`src/rtl/tcdm_bank_amo_ctrl_pkg.sv`:
```
// Shared types for the TCDM bank sequencer: AMO opcodes, FSM states and the
// LR/SC reservation record.
package tcdm_bank_amo_ctrl_pkg;

    typedef enum logic [3:0] {
        AMO_NONE = 4'h0,
        AMO_SWAP = 4'h1,
        AMO_ADD  = 4'h2,
        AMO_AND  = 4'h3,
        AMO_OR   = 4'h4,
        AMO_XOR  = 4'h5,
        AMO_MAX  = 4'h6,
        AMO_MAXU = 4'h7,
        AMO_MIN  = 4'h8,
        AMO_MINU = 4'h9,
        AMO_LR   = 4'hA,
        AMO_SC   = 4'hB
    } amo_t;

    typedef enum logic [0:0] {
        ST_IDLE   = 1'b0,
        ST_AMO_WB = 1'b1
    } state_t;

    // Reservation fields are sized for the widest supported bank; narrower
    // addresses and core ids are zero-extended on the way in.
    localparam int unsigned ResAddrWidth   = 32;
    localparam int unsigned ResCoreIdWidth = 8;

    typedef struct packed {
        logic                      valid;
        logic [ResAddrWidth-1:0]   addr;
        logic [ResCoreIdWidth-1:0] core_id;
    } reservation_t;

    function automatic logic is_rmw_amo(input logic [3:0] amo);
        return (amo >= AMO_SWAP) && (amo <= AMO_MINU);
    endfunction

endpackage

```
`src/rtl/tcdm_amo_alu.sv`:
```
// Combinational read-modify-write operator for bank atomics; wrap-around
// arithmetic, signed MAX/MIN and unsigned MAXU/MINU.
module tcdm_amo_alu
    import tcdm_bank_amo_ctrl_pkg::*;
#(
    parameter int unsigned DataWidth = 32
) (
    input  logic [3:0]           amo,
    input  logic [DataWidth-1:0] old_data,
    input  logic [DataWidth-1:0] operand,
    output logic [DataWidth-1:0] new_data
);

    logic lt_signed_s;
    logic lt_unsigned_s;

    assign lt_signed_s   = $signed(old_data) < $signed(operand);
    assign lt_unsigned_s = old_data < operand;

    // Select the value written back for each atomic opcode
    always_comb begin
        new_data = old_data;
        case (amo)
            AMO_SWAP: new_data = operand;
            AMO_ADD:  new_data = old_data + operand;
            AMO_AND:  new_data = old_data & operand;
            AMO_OR:   new_data = old_data | operand;
            AMO_XOR:  new_data = old_data ^ operand;
            AMO_MAX:  new_data = lt_signed_s   ? operand  : old_data;
            AMO_MAXU: new_data = lt_unsigned_s ? operand  : old_data;
            AMO_MIN:  new_data = lt_signed_s   ? old_data : operand;
            AMO_MINU: new_data = lt_unsigned_s ? old_data : operand;
            default:  new_data = old_data;
        endcase
    end

endmodule

```
`src/rtl/tcdm_bank_amo_ctrl.sv`:
```
// Per-bank TCDM sequencer: loads, stores, two-cycle atomics and a one-deep
// response hold. LR/SC reservation is built only with TCDM_BANK_LRSC_EN.
module tcdm_bank_amo_ctrl
    import tcdm_bank_amo_ctrl_pkg::*;
#(
    parameter int unsigned DataWidth   = 32,
    parameter int unsigned AddrWidth   = 8,
    parameter int unsigned CoreIdWidth = 2,
    parameter int unsigned MetaWidth   = 8
) (
    input  logic                   clk_i,
    input  logic                   rst_i,
    input  logic                   in_valid_i,
    output logic                   in_ready_o,
    input  logic [AddrWidth-1:0]   in_addr_i,
    input  logic                   in_wen_i,
    input  logic [DataWidth/8-1:0] in_be_i,
    input  logic [3:0]             in_amo_i,
    input  logic [DataWidth-1:0]   in_data_i,
    input  logic [CoreIdWidth-1:0] in_core_id_i,
    input  logic [MetaWidth-1:0]   in_meta_i,
    output logic                   out_valid_o,
    input  logic                   out_ready_i,
    output logic [DataWidth-1:0]   out_data_o,
    output logic [MetaWidth-1:0]   out_meta_o,
    output logic                   sram_req_o,
    output logic                   sram_we_o,
    output logic [AddrWidth-1:0]   sram_addr_o,
    output logic [DataWidth-1:0]   sram_wdata_o,
    output logic [DataWidth/8-1:0] sram_be_o,
    input  logic [DataWidth-1:0]   sram_rdata_i
);

    state_t                 state_r;
    logic                   out_valid_r;
    logic [MetaWidth-1:0]   out_meta_r;
    logic [DataWidth-1:0]   hold_r;
    logic                   use_hold_r;
    logic [AddrWidth-1:0]   wb_addr_r;
    logic [3:0]             wb_amo_r;
    logic [DataWidth-1:0]   wb_operand_r;

    logic                   accept_s;
    logic                   is_store_s;
    logic                   is_rmw_s;
    logic                   is_sc_s;
    logic                   sc_ok_s;
    logic                   respond_s;
    logic [DataWidth-1:0]   alu_result_s;

    assign in_ready_o  = (state_r == ST_IDLE) && (!out_valid_r || out_ready_i);
    assign accept_s    = in_valid_i && in_ready_o;
    assign is_store_s  = in_wen_i && (in_amo_i == AMO_NONE);
    assign is_rmw_s    = is_rmw_amo(in_amo_i);
    assign is_sc_s     = (in_amo_i == AMO_SC);
    assign respond_s   = accept_s && !is_store_s;

    assign out_valid_o = out_valid_r;
    assign out_meta_o  = out_meta_r;
    // First response cycle forwards the SRAM port; SC results and stalled data come from the hold register
    assign out_data_o  = use_hold_r ? hold_r : sram_rdata_i;

    tcdm_amo_alu #(
        .DataWidth (DataWidth)
    ) i_amo_alu (
        .amo      (wb_amo_r),
        .old_data (sram_rdata_i),
        .operand  (wb_operand_r),
        .new_data (alu_result_s)
    );

`ifdef TCDM_BANK_LRSC_EN
    reservation_t res_r;
    logic         is_lr_s;
    logic         res_hit_s;

    assign is_lr_s   = (in_amo_i == AMO_LR);
    assign res_hit_s = res_r.valid && (res_r.addr == ResAddrWidth'(in_addr_i));
    assign sc_ok_s   = res_hit_s && (res_r.core_id == ResCoreIdWidth'(in_core_id_i));

    // LR claims the reservation; SC, or any write to the reserved word, drops it
    always_ff @(posedge clk_i or posedge rst_i) begin
        if (rst_i) begin
            res_r <= {$bits(reservation_t){1'b0}};
        end else if (accept_s && is_lr_s) begin
            res_r <= '{valid:   1'b1,
                       addr:    ResAddrWidth'(in_addr_i),
                       core_id: ResCoreIdWidth'(in_core_id_i)};
        end else if (accept_s && (is_sc_s || (is_store_s && res_hit_s))) begin
            res_r.valid <= 1'b0;
        end else if ((state_r == ST_AMO_WB) && (res_r.addr == ResAddrWidth'(wb_addr_r))) begin
            res_r.valid <= 1'b0;
        end else begin
            res_r <= res_r;
        end
    end
`else
    logic unused_core_id_s;

    assign sc_ok_s           = 1'b0;
    assign unused_core_id_s  = ^in_core_id_i;
`endif

    // SRAM port: atomic write-back wins, otherwise the accepted request goes straight through
    always_comb begin
        sram_req_o   = 1'b0;
        sram_we_o    = 1'b0;
        sram_addr_o  = in_addr_i;
        sram_wdata_o = in_data_i;
        sram_be_o    = in_be_i;
        if (state_r == ST_AMO_WB) begin
            sram_req_o   = 1'b1;
            sram_we_o    = 1'b1;
            sram_addr_o  = wb_addr_r;
            sram_wdata_o = alu_result_s;
            sram_be_o    = {(DataWidth/8){1'b1}};
        end else if (accept_s) begin
            sram_req_o   = 1'b1;
            sram_we_o    = is_store_s || (is_sc_s && sc_ok_s);
        end else begin
            sram_req_o   = 1'b0;
            sram_we_o    = 1'b0;
        end
    end

    // Sequencer state, response register and hold buffer
    always_ff @(posedge clk_i or posedge rst_i) begin
        if (rst_i) begin
            state_r      <= ST_IDLE;
            out_valid_r  <= 1'b0;
            out_meta_r   <= {MetaWidth{1'b0}};
            hold_r       <= {DataWidth{1'b0}};
            use_hold_r   <= 1'b0;
            wb_addr_r    <= {AddrWidth{1'b0}};
            wb_amo_r     <= AMO_NONE;
            wb_operand_r <= {DataWidth{1'b0}};
        end else begin
            case (state_r)
                ST_IDLE:   state_r <= (accept_s && is_rmw_s) ? ST_AMO_WB : ST_IDLE;
                ST_AMO_WB: state_r <= ST_IDLE;
                default:   state_r <= ST_IDLE;
            endcase

            if (accept_s) begin
                wb_addr_r    <= in_addr_i;
                wb_amo_r     <= in_amo_i;
                wb_operand_r <= in_data_i;
            end

            if (respond_s) begin
                out_valid_r <= 1'b1;
                out_meta_r  <= in_meta_i;
                use_hold_r  <= is_sc_s;
                hold_r      <= {{(DataWidth-1){1'b0}}, !sc_ok_s};
            end else if (out_valid_r && out_ready_i) begin
                out_valid_r <= 1'b0;
            end else if (out_valid_r && !use_hold_r) begin
                hold_r      <= sram_rdata_i;
                use_hold_r  <= 1'b1;
            end
        end
    end

endmodule

```
`config.mk`:
```
export PLATFORM = sky130hd
export DESIGN_NAME = tcdm_bank_amo_ctrl
export DESIGN_NICKNAME = d
export VERILOG_FILES = /design/src/rtl/tcdm_bank_amo_ctrl_pkg.sv /design/src/rtl/tcdm_amo_alu.sv /design/src/rtl/tcdm_bank_amo_ctrl.sv
export SDC_FILE = /design/constraint.sdc
export NUM_CORES = 1
export LEC_CHECK = 0
export CAP_MARGIN = 20
export CORE_ASPECT_RATIO = 0.6
export CORE_MARGIN = 1.5
export CORE_UTILIZATION = 27
export DETAILED_ROUTE_END_ITERATION = 8
export GPL_ROUTABILITY_DRIVEN = 0
export PLACE_DENSITY_LB_ADDON = 0.25
export SYNTH_ARGS = -nofsm -noshare
export SYNTH_HDL_FRONTEND = slang
export SYNTH_SLANG_ARGS = --single-unit
```
`constraint.sdc`:
```
create_clock -name clk_i -period 4.75 [get_ports clk_i]
set_clock_uncertainty 0.1 [all_clocks]
set_input_delay 0.95 -clock clk_i [delete_from_list [all_inputs] [get_ports clk_i]]
set_output_delay 0.95 -clock clk_i [all_outputs]
set_load 0.05 [all_outputs]
```
**Word-level counts from Yosys, hierarchy flattened**

Cells that the tools add are included.

- RAM bits: 0
- Bits in read-only memories: 0
- Memories kept: 0
- Logic and storage cells: 67
- Register bits: 87
- Latch bits: 0
- Input bits: 95
- Output and inout port bits: 88

- $lt $le $gt $ge: 4
- Reduce and logical (&&, ||, !) cells: 16
- Bitwise operators: 4
- Mux-type cells: 23
- Shift operators: 0
- $mul: 0
- Add/subtract/negate cells: 1
- Equality and inequality tests: 11
- Div/mod/pow operators: 0

Operators with widths:

| cell | number |
|---|---|
| two-way mux 32 bit | 9 |
| one-hot mux 32 bit (9 select lines) | 1 |
| less-than comparator 32 bit | 2 |
| adder 32 bit | 1 |
| bitwise AND 32 bit | 1 |
| bitwise OR 32 bit | 1 |
| bitwise XOR 32 bit | 1 |
| equality test 4 x 3 -> 1 bit (second input constant) | 4 |
| equality test 4 bit (second input constant) | 3 |
| two-way mux 1 bit | 10 |
| equality test 4 x 2 -> 1 bit (second input constant) | 2 |
| logical AND 1 bit | 8 |
| two-way mux 8 bit | 1 |
| equality test 4 x 1 -> 1 bit (second input constant) | 1 |
| greater-or-equal comparator 4 x 1 -> 1 bit (second input constant) | 1 |
| <= comparator 4 bit (second input constant) | 1 |
| logical NOT 4 bit | 1 |
| two-way mux 4 bit | 1 |
| nonzero test 2 bit | 2 |
| logical NOT 1 bit | 3 |
| inequality test 2 bit (second input constant) | 1 |
| one-hot mux 1 bit (2 select lines) | 1 |
| AND reduction 2 bit | 1 |
| logical OR 1 bit | 1 |
| inverter 1 bit | 1 |

**Depth between registers and ports, before layout**

- Depth after elaboration: 7
- Depth in mapped cells: 13
- Mapped depth without buffers: 11

**Hierarchy**

Synthesis repeated with hierarchy kept, for this count alone.

- Cell total of the unflattened synthesis: 1115
- Area, all modules: 9295.2 um^2

Modules (own cells, without submodules):

| module | instances | area an instance (um^2) | cells each | sequential area each (um^2) |
|---|---|---|---|---|
| tcdm_amo_alu | 1 | 5002.3 | 762 | 0.0 |
| tcdm_bank_amo_ctrl | 1 | 4292.9 | 353 | 2177.1 |

**Least setup slack after synthesis**

OpenSTA, ideal clock, no wires.

- Path type: input to output
- Start point: input sram_rdata_i[25]
- End point: output sram_wdata_o[26]
- Slack: -0.894 ns
- Required time: 3.700 ns
- Buffers on the path: 1
- Arrival time: 4.594 ns
- Stages: 11
- Cell sequence: inv_1 -> ha_1 -> buf_2 -> nor4_2 -> nand4_1 -> nor4b_2 -> o41ai_2 -> a41oi_4 -> mux2i_1 -> a221oi_1 -> a311oi_1

- Longest elaborated chain between the ends: 4

Ends and longest elaborated chain:

| what | RTL line | source |
|---|---|---|
| start: declaration | tcdm_bank_amo_ctrl.sv:31 | `input logic [DataWidth-1:0] sram_rdata_i` |
| less-than comparator 32 bit (on tied branches) | tcdm_amo_alu.sv:18, tcdm_amo_alu.sv:17 |  |
| two-way mux 32 bit (on tied branches) | -- |  |
| one-hot mux 32 bit (9 select lines) (*) | tcdm_amo_alu.sv:23 | `case (amo)` |
| two-way mux 32 bit (*) | tcdm_bank_amo_ctrl.sv:111 | `if (state_r == ST_AMO_WB) begin` |
| end: declaration | tcdm_bank_amo_ctrl.sv:29 | `output logic [DataWidth-1:0] sram_wdata_o,` |

Every way passes the cells marked *; elsewhere a longest branch is shown, timed or not.

**Worst setup path after layout**

- Start point: input sram_rdata_i[5]
- End point: output sram_wdata_o[28]

The elaborated chain is that of the path after synthesis.

==> flow_metrics.tcl <==
set metrics [dict create \
    status "finished with violations" \
    pin_count 183 \
    drt_iter0_drc 948 \
    dp_hpwl_mm 30.1 \
    drtAntennaViolNets 0 \
    ys_top_cells_by_area "dfrtp_1, ha_1, nand2_1" \
    track_usage_pct 23.6 \
    clk_latency_ns 0.39 \
    maxSlewHeadroom_pct 39.8 \
    grt_max_degree 50 \
    mostFrequentLayoutCell "buf_4" \
    synth_edf_count 0 \
    ys_types 82 \
    cp_cell_sequence "dlygate4sd2_1 -> inv_2 -> ha_4 -> buf_4 -> nand4b_1 -> a211o_1 -> a21oi_4 -> o221ai_4 -> o211ai_1 -> xor2_1 -> a221oi_4 -> a311oi_4 -> buf_12" \
    power_density_nw_per_um2 377 \
    drt-met1-wl_mm 19.5 \
    grt_pass1_vias 10316 \
    drtPass1Iterations 5 \
    cp.arrival_ns 3.99 \
    synth_top_area_share_pct 24.2 \
    period_share_pct 106 \
    start_util_pct 27.6 \
    leakagePower_nw 6.35 \
    chipWidth_um 239 \
    die_h_um 144 \
    required_ns 3.70 \
    avgViaCountPerCell 5.28 \
    clkTransAtPathRegs_ns 0.08 \
    synth-warning-count 0 \
    vdd_drop_max_mv 0.245 \
    tritoncts "yes" \
    dp.cells 1957 \
    antenna_found_initial 1 \
    num_vias 10586 \
    core_um2 32600 \
    async_flop_share_pct 100 \
    cts_root_buf "clkbuf_16" \
    cts_buffer_depth 2 \
    hold_violations 0 \
    rsz0062_at_grt "yes" \
    syn_inst 1177 \
    drc 0 \
    dieArea_um2 34500 \
    final_cell_mix "buf_4, nand2_1, o21ai_0" \
    critPathMaxFanout 6 \
    cpMaxStageDelayCell "a211o_1" \
    fin_ws_ns -0.287 \
    synth_seq_cells 87 \
    synth_ff_type "dfrtp_1" \
    areaGrowthSynthToFinish_pct 70.0 \
    numCtsBuffers 9 \
    avgSynthCellArea_um2 7.65 \
    wl_mm 40.9 \
    hold_path_class "register to register" \
    portBuffers 180 \
    synthesis.area_um2 9000 \
    grt.overflow.total 0 \
    dr_wl_met2_mm 16.8 \
    cp_top_family "compound AO/OA/AOI/OAI gates" \
    maxSlewViolCount 0 \
    wl_met3_mm 4.13 \
    synth.largest_area_cell "dfrtp_1" \
    nNetsFinal 1741 \
    maxCapViolCount 0 \
    place_area_um2 13400 \
    rows 51 \
    critical_path_buf_inv_count 4 \
    finalNonFillerCells 2004 \
    cts_htree_levels 3 \
    yosysSeqAreaShare_pct 24.2 \
    synth_nets 1369 \
    cts_sinks 87 \
    setup-violations-final 32 \
    fin_area_um2 15300 \
    min_period_ns 5.04 \
    diodes 0 \
    cp-start-kind "input pin" \
    fmax_ghz 0.199 \
    worstSetupEndpointType "output port" \
    critPathMaxStageDelay_ns 0.44 \
    path_class "input pin to output port" \
    worst_pin_slew_ns 0.904 \
    top_layer_used "met4" \
    wire_per_inst_um 20.4 \
    grt_pass1_wl_mm 61.4 \
    drive_above_1_share_pct 36.9 \
    violations "setup timing" \
]
per-layer routing:
layer,global-route usage (%),vias up
met5,0,-
met1,34.0,5114
met3,7.54,45
li1,-,4960
met4,4.50,0
met2,34.3,467
worst register-to-register path, cell delays in order, from the launching register on:
cell and delay [ns]:
dfrtp_2 0.56, inv_1 0.52, and3_2 0.50, buf_4 0.43
buf_4 0.46, mux2_2 0.39
final timing paths:
check | end | cells after the start | slack, ns | start
max | sram_wdata_o[28] | 13 | -0.29 | sram_rdata_i[5]
min | wb_addr_r[5] | 1 | 0.41 | wb_addr_r[5]
max reg2reg | wb_amo_r[3] | 5 | 1.66 | state_r
min reg2reg | wb_addr_r[5] | 1 | 0.41 | wb_addr_r[5]
max in group asynchronous | wb_operand_r[12] | 3 | 3.37 | rst_i
min in group asynchronous | out_meta_o[1] | 2 | 0.67 | rst_i
layout make-up:
type	count	area, um2
flip-flops and latches	87	2180
clock buffers	10	239
clock inverters	6	76.3
inverters	82	319
multi-input cells	925	7680
fillers	3173	17300
well taps	450	563
repair buffers	444	4240
logic make-up (layout without fill, tap and decap cells):
| group | Yosys count | in the layout | share of synthesized area, % |
|---|---|---|---|
| AND/OR/NAND/NOR | 376 | 376 | 19.0 |
| XOR/XNOR | 22 | 22 | 2.14 |
| adder cells (fa/ha/maj) | 97 | 97 | 13.6 |
| multiplexers | 43 | 43 | 5.31 |
| buffers and inverters | 165 | 542 | 7.73 |
| flip-flops | 87 | 87 | 24.2 |
| AO/OA/AOI/OAI | 387 | 387 | 28.0 |
registers in the layout (all words and copies together), names as in the netlist:
signal and cells:
use_hold_r 1, hold_r 32, wb_operand_r 32, wb_amo_r 4
wb_addr_r 8, out_meta_o 8, state_r 1, out_valid_o 1
repair_timing:
action | 4_1_cts | 5_1_grt
pin swaps | 82 | 51
resized for setup | 266 | 76
gates cloned | 2 | 0
hold buffers | 0 | 0
setup endpoints to repair | 32 | 32
endpoints found under the hold margin | 0 | 0
setup buffers | 19 | 15
per-stage QoR:
step / worst slack [ns] / hold slack, ns / power [W] / setup TNS [ns] / util, %
floorplan: -0.106 / 0.365 / 0.00286 / -0.267 / -
global placement: -0.955 / 0.384 / 0.00426 / -26.65 / 41.0
detailed placement: -1.00 / 0.393 / 0.00429 / -28.05 / 41.0
CTS: -0.378 / 0.414 / 0.00558 / -9.25 / 45.7
global route: -0.326 / 0.433 / 0.00606 / -8.11 / 46.9
finish: -0.287 / 0.409 / 0.00577 / -5.14 / 46.9
synth_stat cells (all sizes together) (10+ instances only):
cell type / count
nand2: 202
dfrtp: 87
a221oi: 30
nor3: 15
a21o: 10
a211oi: 16
o22ai: 19
clkbuf: 68
inv: 82
nor2: 75
mux2: 29
xnor2: 13
o21ai: 148
ha: 96
mux2i: 14
a21oi: 64
buf: 15
o211ai: 14
nand3: 20
power by group:
part	internal, W	total (W)	switching, W
logic	0.00171	0.00392	0.00221
registers	0.000875	0.00104	0.000162
clock network	0.000431	0.000810	0.000379
Note: power is estimated with default switching activity, not from simulation.
